## config.mk

```make
export PLATFORM = sky130hd
export DESIGN_NAME = sha256_stream
export DESIGN_NICKNAME = d
export VERILOG_FILES = /design/src/rtl/sha256_stream.sv
export SDC_FILE = /design/constraint.sdc
export NUM_CORES = 2
export LEC_CHECK = 0
export BUFFER_PORTS_ARGS = -buffer_cell sky130_fd_sc_hd__buf_2
export CAP_MARGIN = 20
export CORE_ASPECT_RATIO = 1.1
export CORE_MARGIN = 1.5
export CORE_UTILIZATION = 29
export CTS_CLUSTER_DIAMETER = 120
export DETAILED_ROUTE_END_ITERATION = 8
export PLACE_DENSITY = 0.49
export SLEW_MARGIN = 15
export SYNTH_ARGS = -nofsm -noshare
export SYNTH_HDL_FRONTEND = slang
export SYNTH_SLANG_ARGS = --single-unit
```

## constraint.sdc

```tcl
create_clock -name clk -period 38.7 [get_ports clk]
set_clock_uncertainty 0.2 [all_clocks]
set_input_delay 0 -clock clk [delete_from_list [all_inputs] [get_ports clk]]
set_output_delay 0 -clock clk [all_outputs]
set_load 0.005 [all_outputs]
```

## src/rtl/sha256_stream.sv

```systemverilog
// Purpose : SHA-256 of a word-aligned message (0..MAX_WORDS words) read from a
//           single-port memory; the digest is written back as 8 words (H0 first).
// Latency : done low for 82*B+8 cycles, B = (N+18)/16 blocks (17 load, 64 rounds, 1 update per block).
// Backpr. : none; start is only sampled while idle and the memory answers in a fixed 1 cycle.
//
// Ports:
//   clk, reset_n          clock, asynchronous active-low reset
//   start                 request, sampled only while done=1
//   message_addr          word address of message word 0
//   output_addr           word address where H0..H7 are written
//   message_words         message length N in words (start ignored if N > MAX_WORDS)
//   done                  high while idle
//   mem_clk/mem_we/mem_addr/mem_write_data/mem_read_data
//                         shared memory bus, read data returns one cycle after its address
//   cycle_count           only with SHA256_CYCLE_CNT_EN: busy cycles of the last hash
//
// Optional feature macro: SHA256_CYCLE_CNT_EN.
module sha256_stream #(
    parameter int MAX_WORDS = 1024,
    parameter int ADDR_W    = 16,
    parameter int LEN_W     = 16
) (
    input  logic              clk,
    input  logic              reset_n,
    input  logic              start,
    input  logic [ADDR_W-1:0] message_addr,
    input  logic [ADDR_W-1:0] output_addr,
    input  logic [LEN_W-1:0]  message_words,
    output logic              done,
    output logic              mem_clk,
    output logic              mem_we,
    output logic [ADDR_W-1:0] mem_addr,
    output logic [31:0]       mem_write_data,
    input  logic [31:0]       mem_read_data
`ifdef SHA256_CYCLE_CNT_EN
    ,
    output logic [31:0]       cycle_count
`endif
);

    // A padded word index g = {blk, k} never exceeds N+17, so one extra bit suffices.
    localparam int BLK_W = LEN_W - 3;
    localparam int G_W   = LEN_W + 1;
    localparam logic [G_W-1:0] MAX_L = G_W'(MAX_WORDS);

    localparam logic [31:0] K_TAB [64] = '{
        32'h428a2f98, 32'h71374491, 32'hb5c0fbcf, 32'he9b5dba5, 32'h3956c25b, 32'h59f111f1, 32'h923f82a4, 32'hab1c5ed5,
        32'hd807aa98, 32'h12835b01, 32'h243185be, 32'h550c7dc3, 32'h72be5d74, 32'h80deb1fe, 32'h9bdc06a7, 32'hc19bf174,
        32'he49b69c1, 32'hefbe4786, 32'h0fc19dc6, 32'h240ca1cc, 32'h2de92c6f, 32'h4a7484aa, 32'h5cb0a9dc, 32'h76f988da,
        32'h983e5152, 32'ha831c66d, 32'hb00327c8, 32'hbf597fc7, 32'hc6e00bf3, 32'hd5a79147, 32'h06ca6351, 32'h14292967,
        32'h27b70a85, 32'h2e1b2138, 32'h4d2c6dfc, 32'h53380d13, 32'h650a7354, 32'h766a0abb, 32'h81c2c92e, 32'h92722c85,
        32'ha2bfe8a1, 32'ha81a664b, 32'hc24b8b70, 32'hc76c51a3, 32'hd192e819, 32'hd6990624, 32'hf40e3585, 32'h106aa070,
        32'h19a4c116, 32'h1e376c08, 32'h2748774c, 32'h34b0bcb5, 32'h391c0cb3, 32'h4ed8aa4a, 32'h5b9cca4f, 32'h682e6ff3,
        32'h748f82ee, 32'h78a5636f, 32'h84c87814, 32'h8cc70208, 32'h90befffa, 32'ha4506ceb, 32'hbef9a3f7, 32'hc67178f2
    };

    localparam logic [31:0] IV_TAB [8] = '{
        32'h6a09e667, 32'hbb67ae85, 32'h3c6ef372, 32'ha54ff53a,
        32'h510e527f, 32'h9b05688c, 32'h1f83d9ab, 32'h5be0cd19
    };

    typedef enum logic [2:0] {S_IDLE, S_LOAD, S_COMPUTE, S_UPDATE, S_WRITE} state_t;

    state_t            state, state_nxt;
    logic [6:0]        cnt, cnt_nxt;
    logic [BLK_W-1:0]  blk;
    logic [LEN_W-1:0]  n_q;
    logic [ADDR_W-1:0] msg_base, out_base;
    logic [ADDR_W-1:0] addr_q;
    logic [31:0]       wdat_q;

    logic [31:0] w  [16];
    logic [31:0] hv [8];
    logic [31:0] a, b, c, d, e, f, g, h;

    logic           start_ok;
    logic [G_W-1:0] n_ext, g_fetch, g_cap;
    logic [3:0]     k_cap;
    logic           fetch_rd, last_blk;
    logic [63:0]    bitlen;
    logic [31:0]    cap_word, w_new, t1, t2;

    function automatic logic [31:0] bsig0(input logic [31:0] x);
        return {x[1:0], x[31:2]} ^ {x[12:0], x[31:13]} ^ {x[21:0], x[31:22]};
    endfunction

    function automatic logic [31:0] bsig1(input logic [31:0] x);
        return {x[5:0], x[31:6]} ^ {x[10:0], x[31:11]} ^ {x[24:0], x[31:25]};
    endfunction

    function automatic logic [31:0] ssig0(input logic [31:0] x);
        return {x[6:0], x[31:7]} ^ {x[17:0], x[31:18]} ^ {3'b0, x[31:3]};
    endfunction

    function automatic logic [31:0] ssig1(input logic [31:0] x);
        return {x[16:0], x[31:17]} ^ {x[18:0], x[31:19]} ^ {10'b0, x[31:10]};
    endfunction

    assign mem_clk  = clk;
    assign done     = (state == S_IDLE);
    assign start_ok = (state == S_IDLE) && start && ({1'b0, message_words} <= MAX_L);

    assign n_ext   = {1'b0, n_q};
    assign g_fetch = {blk, cnt[3:0]};
    // Capture in LOAD cycle k (1..16) is for word k-1; at cnt=16 this wraps to 15.
    assign k_cap   = cnt[3:0] - 4'd1;
    assign g_cap   = {blk, k_cap};
    assign bitlen  = {{(64-LEN_W-5){1'b0}}, n_q, 5'b0};

    // The block holding word N+2 (padding marker plus the two length words) is the last.
    assign last_blk = ({blk, 4'hF} >= (n_ext + G_W'(2)));
    assign fetch_rd = (state == S_LOAD) && !cnt[4] && (g_fetch < n_ext);

    always_comb begin
        cap_word = 32'h0;
        if (g_cap < n_ext)
            cap_word = mem_read_data;
        else if (g_cap == n_ext)
            cap_word = 32'h8000_0000;
        else if (last_blk && (k_cap == 4'd14))
            cap_word = bitlen[63:32];
        else if (last_blk && (k_cap == 4'd15))
            cap_word = bitlen[31:0];
    end

    // Bus outputs hold their last value whenever nothing is being read or written.
    always_comb begin
        mem_we         = 1'b0;
        mem_addr       = addr_q;
        mem_write_data = wdat_q;
        if (fetch_rd) begin
            mem_addr = msg_base + ADDR_W'(g_fetch);
        end else if (state == S_WRITE) begin
            mem_we         = 1'b1;
            mem_addr       = out_base + ADDR_W'(cnt);
            mem_write_data = hv[cnt[2:0]];
        end
    end

    always_comb begin
        state_nxt = state;
        cnt_nxt   = cnt;
        case (state)
            S_IDLE: begin
                cnt_nxt = 7'd0;
                if (start_ok)
                    state_nxt = S_LOAD;
            end
            S_LOAD: begin
                if (cnt == 7'd16) begin
                    state_nxt = S_COMPUTE;
                    cnt_nxt   = 7'd0;
                end else begin
                    cnt_nxt = cnt + 7'd1;
                end
            end
            S_COMPUTE: begin
                if (cnt == 7'd63) begin
                    state_nxt = S_UPDATE;
                    cnt_nxt   = 7'd0;
                end else begin
                    cnt_nxt = cnt + 7'd1;
                end
            end
            S_UPDATE: begin
                cnt_nxt   = 7'd0;
                state_nxt = last_blk ? S_WRITE : S_LOAD;
            end
            S_WRITE: begin
                if (cnt == 7'd7) begin
                    state_nxt = S_IDLE;
                    cnt_nxt   = 7'd0;
                end else begin
                    cnt_nxt = cnt + 7'd1;
                end
            end
            default: begin
                state_nxt = S_IDLE;
                cnt_nxt   = 7'd0;
            end
        endcase
    end

    always_ff @(posedge clk or negedge reset_n) begin
        if (!reset_n) begin
            state    <= S_IDLE;
            cnt      <= 7'd0;
            blk      <= '0;
            n_q      <= '0;
            msg_base <= '0;
            out_base <= '0;
            addr_q   <= '0;
            wdat_q   <= 32'h0;
        end else begin
            state  <= state_nxt;
            cnt    <= cnt_nxt;
            addr_q <= mem_addr;
            wdat_q <= mem_write_data;
            if (start_ok) begin
                n_q      <= message_words;
                msg_base <= message_addr;
                out_base <= output_addr;
                blk      <= '0;
            end else if (state == S_UPDATE) begin
                blk <= blk + BLK_W'(1);
            end
        end
    end

    // Round logic; W[t+16] is formed from the window while W[t] is consumed.
    assign t1    = h + bsig1(e) + ((e & f) ^ (~e & g)) + K_TAB[cnt[5:0]] + w[0];
    assign t2    = bsig0(a) + ((a & b) ^ (a & c) ^ (b & c));
    assign w_new = w[0] + ssig0(w[1]) + w[9] + ssig1(w[14]);

    always_ff @(posedge clk) begin
        if (start_ok) begin
            for (int i = 0; i < 8; i++)
                hv[i] <= IV_TAB[i];
        end
        case (state)
            S_LOAD: begin
                if (cnt != 7'd0) begin
                    for (int i = 0; i < 15; i++)
                        w[i] <= w[i+1];
                    w[15] <= cap_word;
                end
                if (cnt == 7'd16) begin
                    a <= hv[0]; b <= hv[1]; c <= hv[2]; d <= hv[3];
                    e <= hv[4]; f <= hv[5]; g <= hv[6]; h <= hv[7];
                end
            end
            S_COMPUTE: begin
                for (int i = 0; i < 15; i++)
                    w[i] <= w[i+1];
                w[15] <= w_new;
                h <= g;
                g <= f;
                f <= e;
                e <= d + t1;
                d <= c;
                c <= b;
                b <= a;
                a <= t1 + t2;
            end
            S_UPDATE: begin
                hv[0] <= hv[0] + a; hv[1] <= hv[1] + b;
                hv[2] <= hv[2] + c; hv[3] <= hv[3] + d;
                hv[4] <= hv[4] + e; hv[5] <= hv[5] + f;
                hv[6] <= hv[6] + g; hv[7] <= hv[7] + h;
            end
            default: ;
        endcase
    end

`ifdef SHA256_CYCLE_CNT_EN
    always_ff @(posedge clk or negedge reset_n) begin
        if (!reset_n)
            cycle_count <= 32'h0;
        else if (start_ok)
            cycle_count <= 32'h0;
        else if (state != S_IDLE)
            cycle_count <= cycle_count + 32'h1;
    end
`endif

endmodule
```

Word-level counts from Yosys, hierarchy flattened
Memory sizes are Yosys's and may differ from the RTL's.
Index checks and enable logic that the tools add are counted.
{"block": "word_totals", "regBits": 375, "latch_bits": 0, "ramBits": 768, "romBits": 2048, "mem_count": 3}
{"block": "op_classes", "add_sub_neg": 24, "multipliers": 0, "n_div": 0, "magnitude_cmp": 5, "eq_ne": 14, "n_shift": 0, "mux": 73, "bitwise_logic": 42, "n_reduce_logical": 13}
{"name": "(no name shown)", "words": 64, "width": 32, "rd": 1, "rd_clocked_by_memory_dff": 0, "wr": 0, "line": "211", "source": "assign t1 = h + bsig1(e) + ((e & f) ^ (~e & g)) + K_TAB[cnt[5:0]] + w[0];"}
{"name": "w", "words": 16, "width": 32, "rd": 16, "rd_clocked_by_memory_dff": 0, "wr": 16, "line": "72", "source": "logic [31:0] w [16];"}
{"name": "hv", "words": 8, "width": 32, "rd": 9, "rd_clocked_by_memory_dff": 0, "wr": 8, "line": "73", "source": "logic [31:0] hv [8];"}
{"operator": "$mux 32", "count": 38}
{"operator": "$add 32x32->32", "count": 18}
{"operator": "$pmux 32 s2", "count": 8}
{"operator": "$xor 32x32->32", "count": 9}
{"operator": "$and 32x32->32", "count": 5}
{"operator": "$mux 21", "count": 2}
{"operator": "$lt 17x16->1", "count": 2}
{"operator": "$mux 16", "count": 2}
{"operator": "$not 32->32", "count": 1}
{"operator": "$xor 32x22->32", "count": 1}
{"operator": "$xor 32x29->32", "count": 1}
{"operator": "$mux 13", "count": 2}
{"operator": "$or 1x1->1", "count": 24}
{"operator": "$mux 7", "count": 3}
{"operator": "$pmux 7 s3", "count": 1}
{"operator": "$add 16x2->17 const B", "count": 1}
{"operator": "$eq 17x16->1", "count": 1}
{"operator": "$ge 17x17->1", "count": 1}
{"operator": "$add 16x16->16", "count": 1}
{"operator": "$add 16x7->16", "count": 1}
{"operator": "$le 16x11->1 const B", "count": 1}
{"operator": "$mux 3", "count": 5}
{"operator": "$pmux 3 s5", "count": 1}
{"operator": "$add 13x1->13 const B", "count": 1}
{"operator": "other kinds (21)", "count": 41}

Longest topological paths before layout
{"block": "depth", "depth_word": 8, "depth_mapped": 44}

==> results.cfg <==
[cells_and_area]
final_cell_area_sq_um = 82900
multiInputGateArea_sq_um = 35100
fillers = 24597
regArea_sq_um = 33700
layout_commonest_cell = nand2_1
nNetsFinal = 7730
area_delta_synth_final_pct = 16.4
post-route-util = 0.340
mostFrequentLayoutCells = nand2_1, edfxtp_1, ha_1
drive_above_1_share = 0.0792

[min_path]
hold_class = primary input to async pin

[critical_path]
critPathKind = clock port to output pin
arrival_ns = 19.72
start_kind = clock port
startpoint = clk
crit_required_ns = 38.50
reg2reg_from = cnt[0]
crit_path_end_kind = output pin
worstPathMaxFanout = 3

[timing]
setup_violations = 0
rsz0062_at_grt = no
slew-limit-headroom = 0.286
finalHoldViolCount = 0
finalSetupTns_ns = 0
max_slew.worst_pin.slew_ns = 1.07
hold_ws_ns = 0.0653
drv_slew = 0

[outcome]
outcome = completed

[yosys]
synthFlopType = edfxtp_1
synth_edf_count = 1024
ys_warn_count = 0
synth_seq_area_share = 0.474
synth_seq_cells = 1143
netlist_instances = 6677
synthDistinctLibCells = 90
syn-num-nets = 7405
syn_area_sq_um = 71200
async_reset_ff_frac = 0.104
synth_area_per_cell_sq_um = 10.7

[clocking]
cts_tree = yes
clkLatencyLatePin_ns = 0.95
path_clk_slew_ns = 0.06
cts_resized = 0

[power_and_ir_drop]
ir_drop_uv = 50.9
leakage_uw = 0.0336
powerDensity_nw_per_um2 = 32.8

[global_routing]
grt.total_usage = 0.193
grt_pass1_wl_um = 353000
grt_max_degree = 142
grt_overflow = 0
antenna_found_initial = 16
grt_pass1_vias = 53092

[place]
placed_cell_area_sq_um = 75600
place.gp.congestion = 0.901
dp_hpwl_um = 179000
io_buffers = 133

[die]
die-area_sq_um = 249000
rows = 190
die_x_um = 476
die-height_um = 523
core-area_sq_um = 244000
initial_core_util = 0.292
ios = 134

[route]
avgRoutedWirePerCell_um = 23.2
drt_iter0_markers = 4235
first_pass_iters = 6
drt-total-wl_um = 241000
antenna_left = 0
num_vias = 52741
vias_per_cell = 5.08
drc = 0

[flow_run]
cap_violations = 0
==> Yosys cell counts, types with 10 or more instances <==
library cell | number | area [sq um]
fa_1 | 197 | 3940
a21oi_1 | 335 | 1680
o31ai_1 | 26 | 195
o21ai_1 | 15 | 75.1
nand2_1 | 1149 | 4310
nand3_1 | 101 | 505
or2_2 | 10 | 62.6
a41oi_1 | 10 | 87.6
nand4_1 | 28 | 175
nand2b_1 | 76 | 475
nor3_1 | 102 | 510
xor2_1 | 206 | 1800
o211ai_1 | 26 | 195
o311ai_0 | 21 | 184
mux4_2 | 70 | 1580
a311oi_1 | 12 | 105
ha_1 | 448 | 5610
edfxtp_1 | 1024 | 30700
inv_1 | 366 | 1370
a31o_2 | 11 | 96.3
clkbuf_1 | 241 | 905
buf_1 | 34 | 128
mux2_2 | 24 | 270
nor3b_1 | 10 | 75.1
dfrtp_1 | 119 | 2980
o21ai_0 | 388 | 1940
a221oi_1 | 22 | 193
and3_1 | 33 | 206
nor2b_1 | 65 | 407
a31oi_1 | 94 | 588
a21boi_0 | 14 | 105
o21a_1 | 65 | 488
mux2i_1 | 14 | 140
a21o_1 | 187 | 1400
nor4_1 | 22 | 138
o21bai_1 | 39 | 293
a211oi_1 | 49 | 368
xnor2_1 | 400 | 3500
a211o_1 | 17 | 149
or3_1 | 28 | 175
and2_1 | 30 | 188
nor2_1 | 403 | 1510
==> metrics by stage <==
stage          setup slack, ns  total power, uW  instances
2_1_floorplan            17.24             1350       6677
4_1_cts                  18.78             2750      10380
3_3_place_gp             19.05             1360       9875
6_report                 18.79             2720      10383
3_5_place_dp             19.05             1360       9875
5_1_grt                  18.78             2800      10383
==> repair_timing <==
item	CTS	global route
hold buffers	242	0
endpoints found under the hold margin	244	0
buffers inserted	0	0
==> where the power goes <==
| part | switching (uW) | leakage, uW | internal (uW) |
|---|---|---|---|
| Sequential | 0 | 0.0121 | 1330 |
| Clock | 580 | 0.00228 | 791 |
| Combinational | 7.25 | 0.0192 | 13.6 |
==> state kept, by name (all words and copies together), names as in the netlist <==
register and count:
b 32, c 32, h 32, a 32
addr_q 16, w 512, f 32, out_base 16
g 32, n_q 16, hv 256, cnt 7
wdat_q 32, state 3, d 32, blk 13
e 32, msg_base 16
==> metal layers <==
layer / GRT usage / up-vias / wire length (um)
met5: 0 / - / 14
met1: 0.260 / 26415 / 107000
met4: 0.0562 / 2 / 6630
met3: 0.0258 / 308 / 13200
met2: 0.321 / 1569 / 115000
li1: - / 24447 / -
==> worst max-delay path, stage by stage <==
cell	delay (ns)
clkbuf_16	0.12
clkbuf_16	0.13
buf_2	0.11
==> cell families after synthesis <==
| family | share of synthesized area |
|---|---|
| flops | 0.474 |
| xor+xnor | 0.0751 |
| compound gates | 0.128 |
| buf+inv | 0.0340 |
| mux | 0.0279 |
| fa+ha+maj | 0.134 |
| simple gates | 0.127 |
==> area by class of cell <==
class / instances / area share
Tap cell: 3264 / 0.0493
Clock buffer: 182 / 0.0461
Timing Repair Buffer: 453 / 0.0453
Inverter: 368 / 0.0167
Clock inverter: 82 / 0.0118
Sequential cell: 1143 / 0.407
Multi-Input combinational cell: 4890 / 0.424
Antenna cell: 1 / 0.0000302
==> final timing paths <==
path	end	slack (ns)	depth (start not counted)
hold reg to reg	w[1][41]	0.21	0
min in group clk	mem_clk	0.11	3
max in group asynchronous	wdat_q[29]	37.37	4
hold / removal	n_q[12]	0.07	4
setup reg to reg	a[31]	27.63	39
setup / recovery	mem_clk	18.79	3
No activity file was read; power rests on OpenSTA's default activity.
